--- src/rtl/aes_core_arbiter.sv ---
// Round-robin arbiter sharing one aes_core between N requesters.
// Optional RUN watchdog enabled by defining AES_ARB_TIMEOUT_EN.
module aes_core_arbiter #(
  parameter int N           = 2,
  parameter int K           = 128,
  parameter int LOAD_CYCLES = 3,
  parameter int TIMEOUT     = 1024
) (
  input  logic             clk,
  input  logic             reset_n,
  input  logic [N-1:0]     req_valid,
  output logic [N-1:0]     req_ready,
  input  logic [N*K-1:0]   req_key,
  input  logic [N*128-1:0] req_msg,
  input  logic [N-1:0]     req_dir,
  output logic [N-1:0]     rsp_valid,
  input  logic [N-1:0]     rsp_ready,
  output logic [127:0]     rsp_data,
  output logic             rsp_err,
  output logic             core_ce,
  output logic [K-1:0]     core_key,
  output logic [127:0]     core_msg,
  output logic             core_dir,
  input  logic             core_done,
  input  logic [127:0]     core_out,
  output logic             busy
);

  // state | meaning
  // IDLE  | waiting for any req_valid; grantee chosen from ptr upward
  // LOAD  | core_ce held high for LOAD_CYCLES cycles; core_done ignored
  // RUN   | core started, waiting for core_done (or watchdog expiry)
  // RESP  | result held on rsp_* until the grantee's rsp_ready

  localparam int PW = (N > 1) ? $clog2(N) : 1;
  localparam int LW = (LOAD_CYCLES > 1) ? $clog2(LOAD_CYCLES) : 1;

  if (!(K == 128 || K == 192 || K == 256)) begin : g_bad_k
    $error("aes_core_arbiter: K must be 128, 192 or 256");
  end
  if (N < 1 || N > 8) begin : g_bad_n
    $error("aes_core_arbiter: N must be 1..8");
  end
  if (LOAD_CYCLES < 1 || TIMEOUT < 1) begin : g_bad_cyc
    $error("aes_core_arbiter: LOAD_CYCLES and TIMEOUT must be >= 1");
  end

  typedef enum logic [1:0] {IDLE, LOAD, RUN, RESP} state_t;

  state_t          state, state_nxt;
  logic [PW-1:0]   ptr;
  logic [PW-1:0]   gnt;
  logic [PW-1:0]   win;
  logic            found;
  logic [N-1:0]    gnt_oh;
  logic [LW-1:0]   load_cnt;
  logic            accept;
  logic            load_last;
  logic            run_hit;
  logic            run_tmo;
  logic            resp_take;

`ifdef AES_ARB_TIMEOUT_EN
  localparam int TW = $clog2(TIMEOUT + 1);
  logic [TW-1:0]   tmo_cnt;
`endif

  always_comb begin
    int j;
    found = 1'b0;
    win   = '0;
    j     = 0;
    for (int i = 0; i < N; i++) begin
      j = int'(ptr) + i;
      if (j >= N) j = j - N;
      if (!found && req_valid[j]) begin
        found = 1'b1;
        win   = PW'(j);
      end
    end
  end

  always_comb begin
    gnt_oh      = '0;
    gnt_oh[gnt] = 1'b1;
  end

  always_ff @(posedge clk or negedge reset_n) begin
    if (!reset_n) state <= IDLE;
    else          state <= state_nxt;
  end

  always_comb begin
    state_nxt = state;
    accept    = 1'b0;
    load_last = 1'b0;
    run_hit   = 1'b0;
    run_tmo   = 1'b0;
    resp_take = 1'b0;
    case (state)
      IDLE: begin
        if (found) begin
          accept    = 1'b1;
          state_nxt = LOAD;
        end
      end
      LOAD: begin
        if (load_cnt == '0) begin
          load_last = 1'b1;
          state_nxt = RUN;
        end
      end
      RUN: begin
        if (core_done) begin
          run_hit   = 1'b1;
          state_nxt = RESP;
        end
`ifdef AES_ARB_TIMEOUT_EN
        else if (tmo_cnt == '0) begin
          run_tmo   = 1'b1;
          state_nxt = RESP;
        end
`endif
      end
      RESP: begin
        if (rsp_ready[gnt]) begin
          resp_take = 1'b1;
          state_nxt = IDLE;
        end
      end
      default: state_nxt = IDLE;
    endcase
  end

  always_comb begin
    req_ready = '0;
    for (int i = 0; i < N; i++) begin
      req_ready[i] = accept && (win == PW'(i));
    end
  end

  assign busy = (state != IDLE);

  always_ff @(posedge clk or negedge reset_n) begin
    if (!reset_n) begin
      ptr       <= '0;
      gnt       <= '0;
      load_cnt  <= '0;
      core_ce   <= 1'b0;
      core_key  <= '0;
      core_msg  <= '0;
      core_dir  <= 1'b0;
      rsp_valid <= '0;
      rsp_data  <= '0;
    end else begin
      if (accept) begin
        gnt      <= win;
        core_key <= req_key[int'(win)*K +: K];
        core_msg <= req_msg[int'(win)*128 +: 128];
        core_dir <= req_dir[win];
        core_ce  <= 1'b1;
        load_cnt <= LW'(LOAD_CYCLES - 1);
      end
      if (state == LOAD) begin
        if (load_last) core_ce  <= 1'b0;
        else           load_cnt <= load_cnt - 1'b1;
      end
      if (run_hit) begin
        rsp_data  <= core_out;
        rsp_valid <= gnt_oh;
      end
      if (run_tmo) begin
        rsp_data  <= '0;
        rsp_valid <= gnt_oh;
      end
      if (resp_take) begin
        rsp_valid <= '0;
        if (gnt == PW'(N - 1)) ptr <= '0;
        else                   ptr <= gnt + 1'b1;
      end
    end
  end

`ifdef AES_ARB_TIMEOUT_EN
  // Watchdog reloads on the last LOAD cycle, so RUN lasts at most TIMEOUT+1 cycles.
  always_ff @(posedge clk or negedge reset_n) begin
    if (!reset_n) begin
      tmo_cnt <= '0;
      rsp_err <= 1'b0;
    end else begin
      if (load_last) tmo_cnt <= TW'(TIMEOUT);
      else if (state == RUN && tmo_cnt != '0) tmo_cnt <= tmo_cnt - 1'b1;
      if (run_tmo)        rsp_err <= 1'b1;
      else if (resp_take) rsp_err <= 1'b0;
    end
  end
`else
  assign rsp_err = 1'b0;
`endif

endmodule

--- config.mk ---
export PLATFORM = sky130hd
export DESIGN_NAME = aes_core_arbiter
export DESIGN_NICKNAME = d
export VERILOG_FILES = /design/src/rtl/aes_core_arbiter.sv
export SDC_FILE = /design/constraint.sdc
export NUM_CORES = 1
export LEC_CHECK = 0
export CAP_MARGIN = 20
export CORE_AREA = 10 10 397 399
export DETAILED_ROUTE_END_ITERATION = 16
export DIE_AREA = 0 0 407 409
export GPL_ROUTABILITY_DRIVEN = 0
export GPL_TIMING_DRIVEN = 0
export MAX_ROUTING_LAYER = met4
export PLACE_DENSITY_LB_ADDON = 0.2
export SYNTH_ARGS = -nofsm -noshare
export SYNTH_HDL_FRONTEND = slang
export SYNTH_SLANG_ARGS = --single-unit
--- constraint.sdc ---
create_clock -name clk -period 2.85 [get_ports clk]
set_clock_uncertainty 0.1 [all_clocks]
set_input_delay 0.57 -clock clk [delete_from_list [all_inputs] [get_ports clk]]
set_output_delay 0.57 -clock clk [all_outputs]
set_load 0.02 [all_outputs]
==> implementation parameters, run 1 <==
Parameter                              Value

Status
  Outcome ... finished, final reports clean

Routing
  Drt total wl ... about 110000 µm
  Drt drc ... 0
  Number of iterations in the first detailed-routing pass ... 5
  Number of nets with antenna violations after detailed routing ... 0
  Per-cell via count in the routed design ... around 3.5
  Initial DRC count ... between 700 and 800
  Detailed-route via count ... approximately 15000
  DR WL/cell ... 25.9 µm

Cells and area
  Fraction of layout cells with a size suffix above 1 ... between 10 and 15%
  Filler cell count ... ~16000
  Net count reported at finish ... 2941
  Most frequent cells in the layout ... clkdlybuf4s50_1, dfrtp_1, a221o_1, and2_0, mux2_2
  Synth-to-layout area growth ... 92.8%
  Most common cell after layout, fill and taps aside ... clkdlybuf4s50_1

Min path
  Worst hold path class ... in2async

Logic synthesis
  Sequential element share of the synthesized area ... approximately 60%
  Yosys warning total ... 0
  Syn Nets ... approximately 1800
  Cell area after synthesis ... about 0.016 mm²
  Number of distinct standard cells referenced by the synthesized netlist ... 28
  Avg Inst Size Synth ... approximately 14 µm²
  Cells after Synth ... roughly 1200
  Post-synthesis register bit count ... 394

Timing
  Number of endpoints with negative hold slack in the final report ... 0
  Final max-slew violation count ... 0
  Number of setup violations in the final report ... 0
  Achievable clock frequency ... around 370 MHz
  Share of the clock period used by the worst path after layout ... 95.5%
  Unrepaired setup endpoints after global routing ... no
  Min Clock Period, post-route ... around 2700 ps
  Relative max-transition margin ... about half
  Final setup margin ... between 100 and 150 ps
  Pin slew with the least headroom to its limit ... 768 ps

Worst setup path
  Crit path required time ... ~2200 ps
  CP endpoint kind ... output port
  Arrival time of the worst setup path ... approximately 2100 ps
  Crit path cell chain ... inv_1 -> ha_4 -> nand2_1 -> a21oi_4 -> clkbuf_16 -> buf_2
  Slowest cell on the critical path ... dfrtp_1
  Depth of the worst register-to-register path ... 8
  Kind of cell adding the most delay to the critical path ... buffers and inverters
  Levels on crit path ... 6
  Worst path buffer plus inverter count ... 3
  Critical Path Source Type ... flop
  CP max stage delay ... a little over 400 ps
  Crit Path Class ... reg2out
  Critical path fanouts, max ... 7

Placed design
  HPWL after DPL ... 92400 µm
  Pre-CTS setup slack ... -1370 ps
  Quantity of I/O buffers inserted on ports ... approximately 1000

Floorplan
  Chip height ... ~410 µm
  Standard-cell row count ... ~140
  Count of pins on the block boundary ... 1041
  Die W ... ~400 µm
  Initial Utilization ... between 10% and 20%
  Total Die Area ... between 0.15 and 0.2 mm²
  Core area ... roughly 0.15 mm²

Global route
  Pin count of the biggest net entering global routing ... just over 100
  Global Route Usage Sum ... around an eighth
  First-pass GRT wire length ... roughly 150000 µm
  Global route total overflow ... 0
  Number of global-route vias before repair ... 16605
  Number of antenna violations at the first check in global routing ... 52

Clock tree
  Deepest level of the CTS H-tree ... 2
  Buffers from clock root to sink, at most ... 3
  Clock latency on the worst-skew pair ... 640 ps
  Cts bufs inserted ... 55
  TritonCTS clock tree ... done
  Sinks on Clock Net ... 394
  Clock slew seen by the registers of the worst setup and hold paths ... 60 ps
  Buffer type at the clock tree root ... clkbuf_16

Flow run
  Number of maximum-capacitance violations ... 0

Power
  Tot Pwr ... approximately 35000 µW
  Power per Cell Area ... ~1100 mW/mm²
  Worst vdd rail ir drop ... approximately 400 µV
  Total leakage power ... 0.0123 µW
cells in the mapped netlist:
| master | number | area [µm²] |
|---|---|---|
| dfrtp_1 | 394 | 9860 |
| a221o_1 | 257 | 2570 |
| and2_0 | 199 | 1240 |
| mux2_2 | 129 | 1450 |
| buf_2 | 62 | 310 |
| and2_1 | 58 | 363 |
| clkbuf_1 | 32 | 120 |
| nand2_1 | 7 | 26.3 |
| inv_1 | 6 | 22.5 |
| a21oi_1 | 5 | 25.0 |
| ha_1 | 5 | 62.6 |
| buf_1 | 4 | 15.0 |
| o21ai_0 | 4 | 20.0 |
| nor2b_1 | 3 | 18.8 |
| a21oi_2 | 2 | 17.5 |
| nand3_1 | 2 | 10.0 |
| a2111o_1 | 1 | 11.3 |
| a2111oi_0 | 1 | 8.76 |
| a21o_1 | 1 | 7.51 |
| buf_4 | 1 | 7.51 |
| conb_1 | 1 | 3.75 |
| mux2i_1 | 1 | 10.0 |
| nand2b_1 | 1 | 6.26 |
| nor2_1 | 1 | 3.75 |
| nor3b_1 | 1 | 7.51 |
| o21a_1 | 1 | 7.51 |
| o21ai_2 | 1 | 8.76 |
| or2_2 | 1 | 6.26 |
cell type report:
type / instances / area, µm² / share of cell area, %
clock buffer: 79 / 1630 / 5.20
buffer: 99 / 485 / 1.55
sequential: 394 / 9860 / 31.5
timing repair buffer: 1049 / 10600 / 33.7
tap: 2016 / 2520 / 8.06
multi-input combinational: 682 / 5930 / 19.0
inverter: 6 / 22.5 / 0.0720
antenna: 29 / 72.6 / 0.232
clock inverter: 14 / 213 / 0.680
kinds of logic (layout without fill, tap and decap cells):
logic type               count (synthesis)  in the layout  synth area share [%]
AND/OR/NAND/NOR                        273            273                  10.4
AO/OA/AOI/OAI                          273            273                  16.5
other                                    1             30                0.0231
adder cells (fa/ha/maj)                  5              5                 0.385
multiplexers                           130            130                  9.01
buffers and inverters                  105           1247                  2.93
flip-flops                             394            394                  60.8
final timing paths:
kind | endpoint | start | slack [ps]
setup / recovery | req_ready[0] | state[1]$_DFFE_PN0P_ | 130
hold / removal | rsp_data[106]$_DFFE_PN0P_ | reset_n | 260
setup reg to reg | core_key[7]$_DFFE_PN0P_ | state[1]$_DFFE_PN0P_ | 230
hold reg to reg | load_cnt[0]$_DFF_PN0_ | load_cnt[0]$_DFF_PN0_ | 390
max in group asynchronous | core_msg[99]$_DFFE_PN0P_ | reset_n | 520
min in group clk | load_cnt[0]$_DFF_PN0_ | load_cnt[0]$_DFF_PN0_ | 390
routing by layer:
metal | wire (µm) | up-vias | GRT usage (%)
met5 | 0 | - | -
met4 | 3130 | 0 | 5.14
met3 | 9740 | 146 | 4.86
met2 | 58300 | 659 | 22.8
met1 | 41900 | 7624 | 13.8
li1 | - | 6726 | -
sequential cells by signal, indices dropped and copies added, names as in the netlist:
signal	count
core_key	128
core_msg	128
rsp_data	128
load_cnt	2
rsp_valid	2
state	2
core_ce	1
core_dir	1
gnt	1
ptr	1
per-stage QoR:
step	std cells	setup TNS (ps)	util (%)	instance area, µm²	hold slack, ps
4_1_cts	4337	0	20.9	31200	181
3_5_place_dp	4240	-158460	19.6	29300	300
5_1_grt	4364	0	20.9	31300	222
6_report	4368	0	20.9	31300	256
3_3_place_gp	4236	-7878640	19.5	29200	382
2_1_floorplan	1181	0	-	16200	174
where the power goes:
part           total (µW)  internal (µW)  switching [µW]
Combinational       18100           8800            9280
Clock                7240           4370            2880
Sequential           9890           8370            1520
Total               35200          21500           13700
what timing repair did:
action | CTS | global route
pin swaps | 0 | 0
gates cloned | 0 | 0
endpoints found under the hold margin | 69 | 0
hold buffers | 1 | 0
gates resized for setup | 22 | 2
setup buffers | 3 | 2
setup endpoints to repair | 232 | 3
(Power assumes the default switching activity.)
==> inputs of run 2 (changes only) <==
CAP_MARGIN = unset   (was 20)
==> results of run 2 <==
The final DEF is identical to that of run 1; final timing and power are the same.
